===== src/rtl/muldiv_pkg.sv =====
`default_nettype none
// ============================================================================
//  Module      : muldiv_pkg
//  Description : Shared definitions for the multiply/divide controller:
//                function-field codes, FSM state encoding, operation kinds
//                and a 32-bit magnitude helper.
//  Ports       : (package - none)
//  Revision    : 1.0  initial release
// ============================================================================
package muldiv_pkg;

  // Function-field codes accepted from the execute stage
  localparam logic [5:0] c_FF_MULT  = 6'h18;
  localparam logic [5:0] c_FF_MULTU = 6'h19;
  localparam logic [5:0] c_FF_DIV   = 6'h1A;
  localparam logic [5:0] c_FF_DIVU  = 6'h1B;
  localparam logic [5:0] c_FF_MTHI  = 6'h11;
  localparam logic [5:0] c_FF_MTLO  = 6'h13;

  localparam logic [4:0] c_LAST_ITER = 5'd31;

  typedef enum logic [1:0] {
    S_IDLE = 2'd0,
    S_RUN  = 2'd1,
    S_FIX  = 2'd2,
    S_DONE = 2'd3
  } state_t;

  typedef enum logic [1:0] {
    MUL_S = 2'd0,
    MUL_U = 2'd1,
    DIV_S = 2'd2,
    DIV_U = 2'd3
  } op_t;

  // Two's-complement magnitude; 0x80000000 maps to itself, which is the
  // correct unsigned magnitude.
  function automatic logic [31:0] abs32(input logic [31:0] v);
    return v[31] ? (~v + 32'd1) : v;
  endfunction

endpackage
`default_nettype wire


===== src/rtl/muldiv_if.sv =====
`default_nettype none
// ============================================================================
//  Module      : muldiv_if
//  Description : Execute-stage <-> mul/div controller bundle.
//  Ports       : start, ff[5:0], rd_hilo, data1[31:0], data2[31:0]  (requester)
//                hi[31:0], lo[31:0], busy, done, stall          (controller)
//  Revision    : 1.0  initial release
// ============================================================================
interface muldiv_if;
  logic        start;
  logic [5:0]  ff;
  logic        rd_hilo;
  logic [31:0] data1;
  logic [31:0] data2;
  logic [31:0] hi;
  logic [31:0] lo;
  logic        busy;
  logic        done;
  logic        stall;

  modport master (
    output start, ff, rd_hilo, data1, data2,
    input  hi, lo, busy, done, stall
  );

  modport slave (
    input  start, ff, rd_hilo, data1, data2,
    output hi, lo, busy, done, stall
  );
endinterface
`default_nettype wire


===== src/rtl/muldiv_step.sv =====
`default_nettype none
// ============================================================================
//  Module      : muldiv_step
//  Description : One combinational iteration of the shared datapath.
//                Multiply: add multiplicand into the upper half when the
//                multiplier LSB is set, then shift {upper,lower} right.
//                Divide : shift {rem,dividend} left, trial-subtract divisor,
//                keep the difference and set the quotient bit if it fits.
//  Ports       : i_op     operation kind
//                i_hi     upper half (partial product / remainder)
//                i_lo     lower half (multiplier / dividend->quotient)
//                i_b      multiplicand / divisor
//                o_hi     next upper half, o_lo next lower half
//  Revision    : 1.0  initial release
// ============================================================================
module muldiv_step
  import muldiv_pkg::*;
(
  input  op_t         i_op,
  input  logic [31:0] i_hi,
  input  logic [31:0] i_lo,
  input  logic [31:0] i_b,
  output logic [31:0] o_hi,
  output logic [31:0] o_lo
);

  logic [32:0] w_sum;
  logic [32:0] w_shifted;
  logic [31:0] w_diff;

  always_comb begin
    w_sum     = {1'b0, i_hi} + (i_lo[0] ? {1'b0, i_b} : 33'd0);
    w_shifted = {i_hi, i_lo[31]};
    // The kept remainder is always below the divisor, so the low 32 bits
    // of the difference are exact.
    w_diff    = w_shifted[31:0] - i_b;
    o_hi      = w_sum[32:1];
    o_lo      = {w_sum[0], i_lo[31:1]};
    if (i_op == DIV_S || i_op == DIV_U) begin
      if (w_shifted >= {1'b0, i_b}) begin
        o_hi = w_diff;
        o_lo = {i_lo[30:0], 1'b1};
      end else begin
        o_hi = w_shifted[31:0];
        o_lo = {i_lo[30:0], 1'b0};
      end
    end
  end

endmodule
`default_nettype wire


===== src/rtl/muldiv_ctrl.sv =====
`default_nettype none
// ============================================================================
//  Module      : muldiv_ctrl
//  Description : Multi-cycle MULT/MULTU/DIV/DIVU sequencer owning HI/LO.
//                Operations run on magnitudes for 32 iterations, then a FIX
//                cycle applies signs and writes HI/LO. MTHI/MTLO write
//                directly when idle. stall is raised only for requests that
//                arrive while an operation is in flight.
//  Ports       : clk    rising-edge clock
//                rst_n  synchronous active-low reset
//                bus    muldiv_if.slave (start/ff/rd_hilo/data1/data2 in,
//                       hi/lo/busy/done/stall out)
//  Revision    : 1.0  initial release
// ============================================================================
module muldiv_ctrl
  import muldiv_pkg::*;
(
  input  logic      clk,
  input  logic      rst_n,
  muldiv_if.slave   bus
);

  state_t      r_state, w_next;
  op_t         r_op;
  logic [4:0]  r_cnt;
  logic [31:0] r_acc_hi, r_acc_lo, r_b;
  logic        r_neg_q;   // signs of operands differ
  logic        r_neg_r;   // dividend negative
  logic        r_dz;      // divide-by-zero: r_acc_lo holds the raw dividend
  logic [31:0] r_hi, r_lo;

  logic        w_accept, w_busy, w_done;
  logic [31:0] w_step_hi, w_step_lo;
  logic [63:0] w_prod, w_prod_s;
  logic [31:0] w_q, w_r, w_res_hi, w_res_lo;

  muldiv_step u_step (
    .i_op (r_op),
    .i_hi (r_acc_hi),
    .i_lo (r_acc_lo),
    .i_b  (r_b),
    .o_hi (w_step_hi),
    .o_lo (w_step_lo)
  );

  // ---------------- FSM: state register ----------------
  always_ff @(posedge clk) begin
    if (!rst_n) r_state <= S_IDLE;
    else        r_state <= w_next;
  end

  // ---------------- FSM: next state / outputs ----------------
  always_comb begin
    w_next   = r_state;
    w_accept = 1'b0;
    w_busy   = 1'b0;
    w_done   = 1'b0;
    case (r_state)
      S_IDLE, S_DONE: begin
        w_done   = (r_state == S_DONE);
        w_accept = bus.start;
        w_next   = S_IDLE;
        if (bus.start) begin
          case (bus.ff)
            c_FF_MULT, c_FF_MULTU: w_next = S_RUN;
            c_FF_DIV, c_FF_DIVU:   w_next = (bus.data2 == 32'd0) ? S_FIX : S_RUN;
            default:               w_next = S_IDLE;
          endcase
        end
      end
      S_RUN: begin
        w_busy = 1'b1;
        if (r_cnt == 5'd0) w_next = S_FIX;
      end
      S_FIX: begin
        w_busy = 1'b1;
        w_next = S_DONE;
      end
      default: w_next = S_IDLE;
    endcase
  end

  // ---------------- sign fix-up and result select ----------------
  always_comb begin
    w_prod   = {r_acc_hi, r_acc_lo};
    w_prod_s = (r_op == MUL_S && r_neg_q) ? (~w_prod + 64'd1) : w_prod;
    w_q      = (r_op == DIV_S && r_neg_q) ? (~r_acc_lo + 32'd1) : r_acc_lo;
    w_r      = (r_op == DIV_S && r_neg_r) ? (~r_acc_hi + 32'd1) : r_acc_hi;
    if (r_dz) begin
      w_res_hi = r_acc_lo;
      w_res_lo = 32'hFFFF_FFFF;
    end else if (r_op == DIV_S || r_op == DIV_U) begin
      w_res_hi = w_r;
      w_res_lo = w_q;
    end else begin
      w_res_hi = w_prod_s[63:32];
      w_res_lo = w_prod_s[31:0];
    end
  end

  // ---------------- datapath ----------------
  always_ff @(posedge clk) begin
    if (!rst_n) begin
      r_op     <= MUL_U;
      r_cnt    <= 5'd0;
      r_acc_hi <= 32'd0;
      r_acc_lo <= 32'd0;
      r_b      <= 32'd0;
      r_neg_q  <= 1'b0;
      r_neg_r  <= 1'b0;
      r_dz     <= 1'b0;
      r_hi     <= 32'd0;
      r_lo     <= 32'd0;
    end else begin
      case (r_state)
        S_IDLE, S_DONE: begin
          if (w_accept) begin
            case (bus.ff)
              c_FF_MULT, c_FF_MULTU, c_FF_DIV, c_FF_DIVU: begin
                r_cnt    <= c_LAST_ITER;
                r_acc_hi <= 32'd0;
                r_dz     <= (bus.ff == c_FF_DIV || bus.ff == c_FF_DIVU)
                            && (bus.data2 == 32'd0);
                r_neg_q  <= bus.data1[31] ^ bus.data2[31];
                r_neg_r  <= bus.data1[31];
                case (bus.ff)
                  // Multiplier sits in the low half, multiplicand in r_b.
                  c_FF_MULT: begin
                    r_op     <= MUL_S;
                    r_acc_lo <= abs32(bus.data2);
                    r_b      <= abs32(bus.data1);
                  end
                  c_FF_MULTU: begin
                    r_op     <= MUL_U;
                    r_acc_lo <= bus.data2;
                    r_b      <= bus.data1;
                  end
                  // Dividend sits in the low half; on a zero divisor the raw
                  // dividend is kept there so FIX can return it in HI.
                  c_FF_DIV: begin
                    r_op     <= DIV_S;
                    r_acc_lo <= (bus.data2 == 32'd0) ? bus.data1 : abs32(bus.data1);
                    r_b      <= abs32(bus.data2);
                  end
                  default: begin
                    r_op     <= DIV_U;
                    r_acc_lo <= bus.data1;
                    r_b      <= bus.data2;
                  end
                endcase
              end
              c_FF_MTHI: r_hi <= bus.data1;
              c_FF_MTLO: r_lo <= bus.data1;
              default: ;
            endcase
          end
        end
        S_RUN: begin
          r_acc_hi <= w_step_hi;
          r_acc_lo <= w_step_lo;
          if (r_cnt != 5'd0) r_cnt <= r_cnt - 5'd1;
        end
        S_FIX: begin
          r_hi <= w_res_hi;
          r_lo <= w_res_lo;
        end
        default: ;
      endcase
    end
  end

  assign bus.hi    = r_hi;
  assign bus.lo    = r_lo;
  assign bus.busy  = w_busy;
  assign bus.done  = w_done;
  assign bus.stall = w_busy & (bus.start | bus.rd_hilo);

endmodule
`default_nettype wire


===== src/flat_wrapper.sv =====
// flat-port wrapper written by rule: the top's interface ports become plain ports
module muldiv_ctrl_flat import muldiv_pkg::*;
  (clk, rst_n, bus_start, bus_ff, bus_rd_hilo, bus_data1, bus_data2, bus_hi, bus_lo, bus_busy, bus_done, bus_stall);
  muldiv_if bus_i ();
  input  logic clk;
  input  logic rst_n;
  input wire logic [$bits(bus_i.start)-1:0] bus_start;
  input wire logic [$bits(bus_i.ff)-1:0] bus_ff;
  input wire logic [$bits(bus_i.rd_hilo)-1:0] bus_rd_hilo;
  input wire logic [$bits(bus_i.data1)-1:0] bus_data1;
  input wire logic [$bits(bus_i.data2)-1:0] bus_data2;
  output wire logic [$bits(bus_i.hi)-1:0] bus_hi;
  output wire logic [$bits(bus_i.lo)-1:0] bus_lo;
  output wire logic [$bits(bus_i.busy)-1:0] bus_busy;
  output wire logic [$bits(bus_i.done)-1:0] bus_done;
  output wire logic [$bits(bus_i.stall)-1:0] bus_stall;
  assign bus_i.start = bus_start;
  assign bus_i.ff = bus_ff;
  assign bus_i.rd_hilo = bus_rd_hilo;
  assign bus_i.data1 = bus_data1;
  assign bus_i.data2 = bus_data2;
  assign bus_hi = bus_i.hi;
  assign bus_lo = bus_i.lo;
  assign bus_busy = bus_i.busy;
  assign bus_done = bus_i.done;
  assign bus_stall = bus_i.stall;
  muldiv_ctrl u_core (.clk(clk), .rst_n(rst_n), .bus(bus_i));
endmodule

===== config.mk =====
export PLATFORM = sky130hd
export DESIGN_NAME = muldiv_ctrl_flat
export DESIGN_NICKNAME = d
export VERILOG_FILES = /design/src/rtl/muldiv_pkg.sv /design/src/rtl/muldiv_if.sv /design/src/rtl/muldiv_step.sv /design/src/rtl/muldiv_ctrl.sv /design/src/flat_wrapper.sv
export SDC_FILE = /design/constraint.sdc
export NUM_CORES = 1
export LEC_CHECK = 0
export BUFFER_PORTS_ARGS = -buffer_cell sky130_fd_sc_hd__buf_2
export CAP_MARGIN = 20
export CELL_PAD_IN_SITES_DETAIL_PLACEMENT = 0
export CELL_PAD_IN_SITES_GLOBAL_PLACEMENT = 2
export CORE_ASPECT_RATIO = 1.75
export CORE_MARGIN = 2
export CORE_UTILIZATION = 38
export CTS_CLUSTER_SIZE = 14
export DETAILED_ROUTE_END_ITERATION = 8
export PLACE_DENSITY = 0.91
export SKIP_LAST_GASP = 1
export SYNTH_ARGS = -nofsm -noshare
export SYNTH_HDL_FRONTEND = slang
export SYNTH_SLANG_ARGS = --single-unit

===== constraint.sdc =====
create_clock -name clk -period 7.4 [get_ports clk]
set_input_delay 0 -clock clk [delete_from_list [all_inputs] [get_ports clk]]
set_output_delay 0 -clock clk [all_outputs]
set_load 0.01 [all_outputs]

==> out/summary.md <==
The net count of the finished layout is 2573. Dividing the synthesized area by the synthesized cell count gives 7.00 um^2. The cell with the most instances after synthesis is sky130_fd_sc_hd__nand2_1. The synthesized design contains 172 register bits. The number of max-slew violations in the final report is 0. The tools report the overall global routing resource usage as 36.6%. TritonCTS built the clock tree. Row generation in the floorplan step produced 102 rows. The average wire length per cell after detail routing was 28.8 um; the buffers inserted during post-CTS setup optimization was 0.

The signal on the critical path passes through inv_1, buf_4, nor2_1, ha_1, and2_1, o31a_1, nor4_1, o21ai_0, a21oi_1, o21ai_0, a31oi_1, mux2i_1, o211ai_1. The logs give 17 for the number of buffers added by the clock tree synthesis step and 2 for the worst-case clock buffer depth. The via count of the first global-routing pass was 19500; the largest fanout of any net on the critical path was 30.

Wires add up to 86700 um. The path type of the worst min-delay path is input pin to flip-flop. Counting flops with a built-in enable in the synthesized netlist gives 0. The post-detailed-route DRC marker count came out at 0. Setup repair after global routing left no endpoint under its margin. Counting stages on the worst path, the most repeated cell is sky130_fd_sc_hd__o21ai_0. Part of the Yosys area used for sequential elements: 20.2%. The logs give 0 for the total number of yosys warnings and 0 ns for the total negative setup slack. The first detailed-routing pass took 6 iterations.

Routability-driven placement finished with a final weighted congestion of 0.972. In this run the tightest slew margin relative to its limit is 19.6%. Across the run, the number of max-cap violations was 0. The critical path is of the flip-flop to flip-flop type. Clock-pin slew was measured on the worst setup and hold paths at 0.08 ns. The root buffer cell chosen for the clock tree is sky130_fd_sc_hd__clkbuf_16. 141 I/O pins were placed. The cell class contributing the biggest share of worst-path delay is compound AO/OA/AOI/OAI gates. The tools report the maximum clock frequency as 0.223 GHz.

The endpoint class of the critical path is a flip-flop. At the later pin of the worst-skew pair, clock insertion delay measures 0.47 ns. The CTS H-tree depth came out at 4. Summed over all layers, the global routing overflow is 0.

Counting every sink on the clock net gives 172. The fraction of layout instances using a drive strength above 1 is 10.8%. In this run the remaining antenna-violating nets after routing total 0. The tools report the critical path launch point type as a flip-flop. The number of buffer and inverter instances along the worst setup path works out to 2.

The worst setup skew after layout came out at 0.0219 ns. sky130_fd_sc_hd__dfxtp_1 takes more of the synthesized area than any other cell. The die is 164 um wide. The cell with the biggest individual delay on the critical path is sky130_fd_sc_hd__dfxtp_1.

The worst endpoint required time came out at 7.73 ns. The most instantiated flip-flop cell in the synthesis netlist is sky130_fd_sc_hd__dfxtp_1. Counting flops with an async set or reset pin after synthesis yields a share of 0%. The area share of the leading cell type in the synthesized netlist was 20.2%. The count of vias placed by the detailed router is 19800.

Summed over all cells, the static leakage comes to 7.32 nW. The run finished with clean final reports. For the maximum ir drop on the vdd rail, the log shows 0.000122 V.

Ranked by instance count, the synthesized netlist is headed by 282 x sky130_fd_sc_hd__nand2_1, 218 x sky130_fd_sc_hd__a21oi_1, 218 x sky130_fd_sc_hd__nor2_1. The number of cells produced by synthesis is 2431. Measured along the y axis, the die boundary spans 284 um. Hold is met by 0.0245 ns. In this design, the stage delay of the slowest critical-path cell is 0.60 ns. The final cycle utilization of the critical path works out to 60.6%.

In the routed layout, each cell is associated on average with a via count of 6.57. In this run, the number of DRC markers left after iteration 0 of detailed routing was 1845. After synthesis, the cell types taking the most area are sky130_fd_sc_hd__dfxtp_1 20%, sky130_fd_sc_hd__a21oi_1 6.4%, sky130_fd_sc_hd__nand2_1 6.2%. The layout overhead on the synthesized area was 9.77%; the number of antenna violations at the first check in global routing was 1. The total standard cell area after synthesis is 17000 um^2, and the placeable core area is 44300 um^2.

The count of buffers inserted at the top-level ports is 140, and the number of distinct standard cells referenced by the synthesized netlist is 85. Wire length of the first global-routing pass: 126000 um. The number of nets in the synthesized netlist was 2580; the power density of the placed cells was 142 nW/um^2.

For the pin with the worst max-slew slack, the measured transition is 1.19 ns. Entering global routing, the biggest net connects 87 pins. The run gives 4.82 ns as the data arrival at the endpoint of the critical path.

For the number of hold violations in the final report, the log shows 0. Detailed placement ended at an HPWL of 66300 um. The total die area is 46500 um^2, and the shortest period the worst path allows is 4.48 ns. Setup violations remaining at the end of the flow were counted as 0.

The run gives 38.4% as the starting density of the core.
[registers in the layout (all words and copies together) (netlist names)]
signal,count
u_core.bus.lo,32
u_core.r_neg_r,1
u_core.r_op,2
u_core.r_state,2
u_core.r_cnt,5
u_core.r_neg_q,1
u_core.r_dz,1
u_core.bus.hi,32
u_core.r_acc_hi,32
u_core.r_acc_lo,32
u_core.r_b,32
[cell type report]
type | instances | area, um^2
Fill cell | 4713 | 25600
Multi-Input combinational cell | 1968 | 12500
Sequential cell | 172 | 3450
Timing Repair Buffer | 186 | 1070
Tap cell | 572 | 716
Clock buffer | 17 | 425
Inverter | 79 | 297
Clock inverter | 15 | 208
Antenna cell | 1 | 2.50
[where the power goes]
group / leakage (nW) / total [W] / internal [W] / switching (W)
Combinational: 5.63 / 0.000690 / 0.000216 / 0.000474
Sequential: 1.39 / 0.000978 / 0.000942 / 0.0000354
Clock: 0.307 / 0.000991 / 0.000497 / 0.000495
Total: 7.32 / 0.00266 / 0.00165 / 0.00100
[cells by family (layout without fill, tap and decap cells)]
family | Yosys count | after routing | synth area share [%]
and+or+nand+nor | 838 | 838 | 23.5
AOI/OAI and AO/OA | 820 | 820 | 31.3
buffers and inverters | 291 | 297 | 6.57
DFF | 172 | 172 | 20.2
xor gates and xnor gates | 163 | 163 | 8.39
adders and majority gates | 75 | 75 | 5.61
muxes | 72 | 72 | 4.31
other | 0 | 1 | 0
[stage by stage]
stage / setup slack, ns / utilization (%) / cells / area, um^2 / power, W
after detailed placement: 3.06 / 40.5 / 2967 / 17900 / 0.00166
after CTS: 3.02 / 42.1 / 3008 / 18700 / 0.00264
final: 2.92 / 42.2 / 3010 / 18700 / 0.00266
after global routing: 2.89 / 42.2 / 3009 / 18700 / 0.00273
after floorplan: 4.14 / - / 2431 / 17000 / 0.00141
after global placement: 3.05 / 40.5 / 2966 / 17900 / 0.00165
[routing by layer]
metal | track usage, % | routed length [um] | vias up
met5 | 0 | 0 | -
met4 | 36.5 | 10600 | 0
met3 | 6.27 | 5250 | 398
met1 | 34.9 | 27600 | 9494
met2 | 64.0 | 43200 | 1004
li1 | - | - | 8876
[cells in the final DEF, fill, tap and decap left out, types with 62 or more instances in the layout]
master,Yosys,final
sky130_fd_sc_hd__ha_1,73,72
sky130_fd_sc_hd__xnor2_1,94,94
sky130_fd_sc_hd__xor2_1,69,69
sky130_fd_sc_hd__mux2i_1,62,62
sky130_fd_sc_hd__nor3_1,64,64
sky130_fd_sc_hd__nand3_1,72,72
sky130_fd_sc_hd__buf_2,8,140
sky130_fd_sc_hd__nor2_1,218,216
sky130_fd_sc_hd__a21oi_1,218,216
sky130_fd_sc_hd__o21ai_0,187,187
sky130_fd_sc_hd__inv_1,79,79
sky130_fd_sc_hd__dfxtp_1,172,171
sky130_fd_sc_hd__nand2_1,282,282
[worst reg2reg max path, stage by stage, from the launching register on]
cell	delay [ns]
sky130_fd_sc_hd__dfxtp_1	0.60
sky130_fd_sc_hd__inv_1	0.13
sky130_fd_sc_hd__buf_4	0.27
sky130_fd_sc_hd__nor2_1	0.40
sky130_fd_sc_hd__ha_1	0.39
sky130_fd_sc_hd__and2_1	0.21
sky130_fd_sc_hd__o31a_1	0.31
sky130_fd_sc_hd__nor4_1	0.23
sky130_fd_sc_hd__o21ai_0	0.12
sky130_fd_sc_hd__a21oi_1	0.58
sky130_fd_sc_hd__o21ai_0	0.35
sky130_fd_sc_hd__a31oi_1	0.35
sky130_fd_sc_hd__mux2i_1	0.31
sky130_fd_sc_hd__o211ai_1	0.12
[final timing paths]
kind         cells after the start                            start  slack [ns]                               end
max reg2reg                     13  u_core.r_acc_lo[0]$_SDFFE_PN0P_        2.92  u_core.r_acc_hi[27]$_SDFFE_PN0P_
min reg2reg                      2      u_core.r_b[24]$_SDFFE_PN0P_        0.45       u_core.r_b[24]$_SDFFE_PN0P_
min                              3                    bus_data1[21]        0.02  u_core.r_acc_lo[21]$_SDFFE_PN0P_
max                             13  u_core.r_acc_lo[0]$_SDFFE_PN0P_        2.92  u_core.r_acc_hi[27]$_SDFFE_PN0P_
[repair_timing]
action / in CTS / in global routing
resized for setup: 0 / 0
endpoints found under the hold margin: 10 / 0
hold buffers: 9 / 0
(Power assumes the default switching activity.)
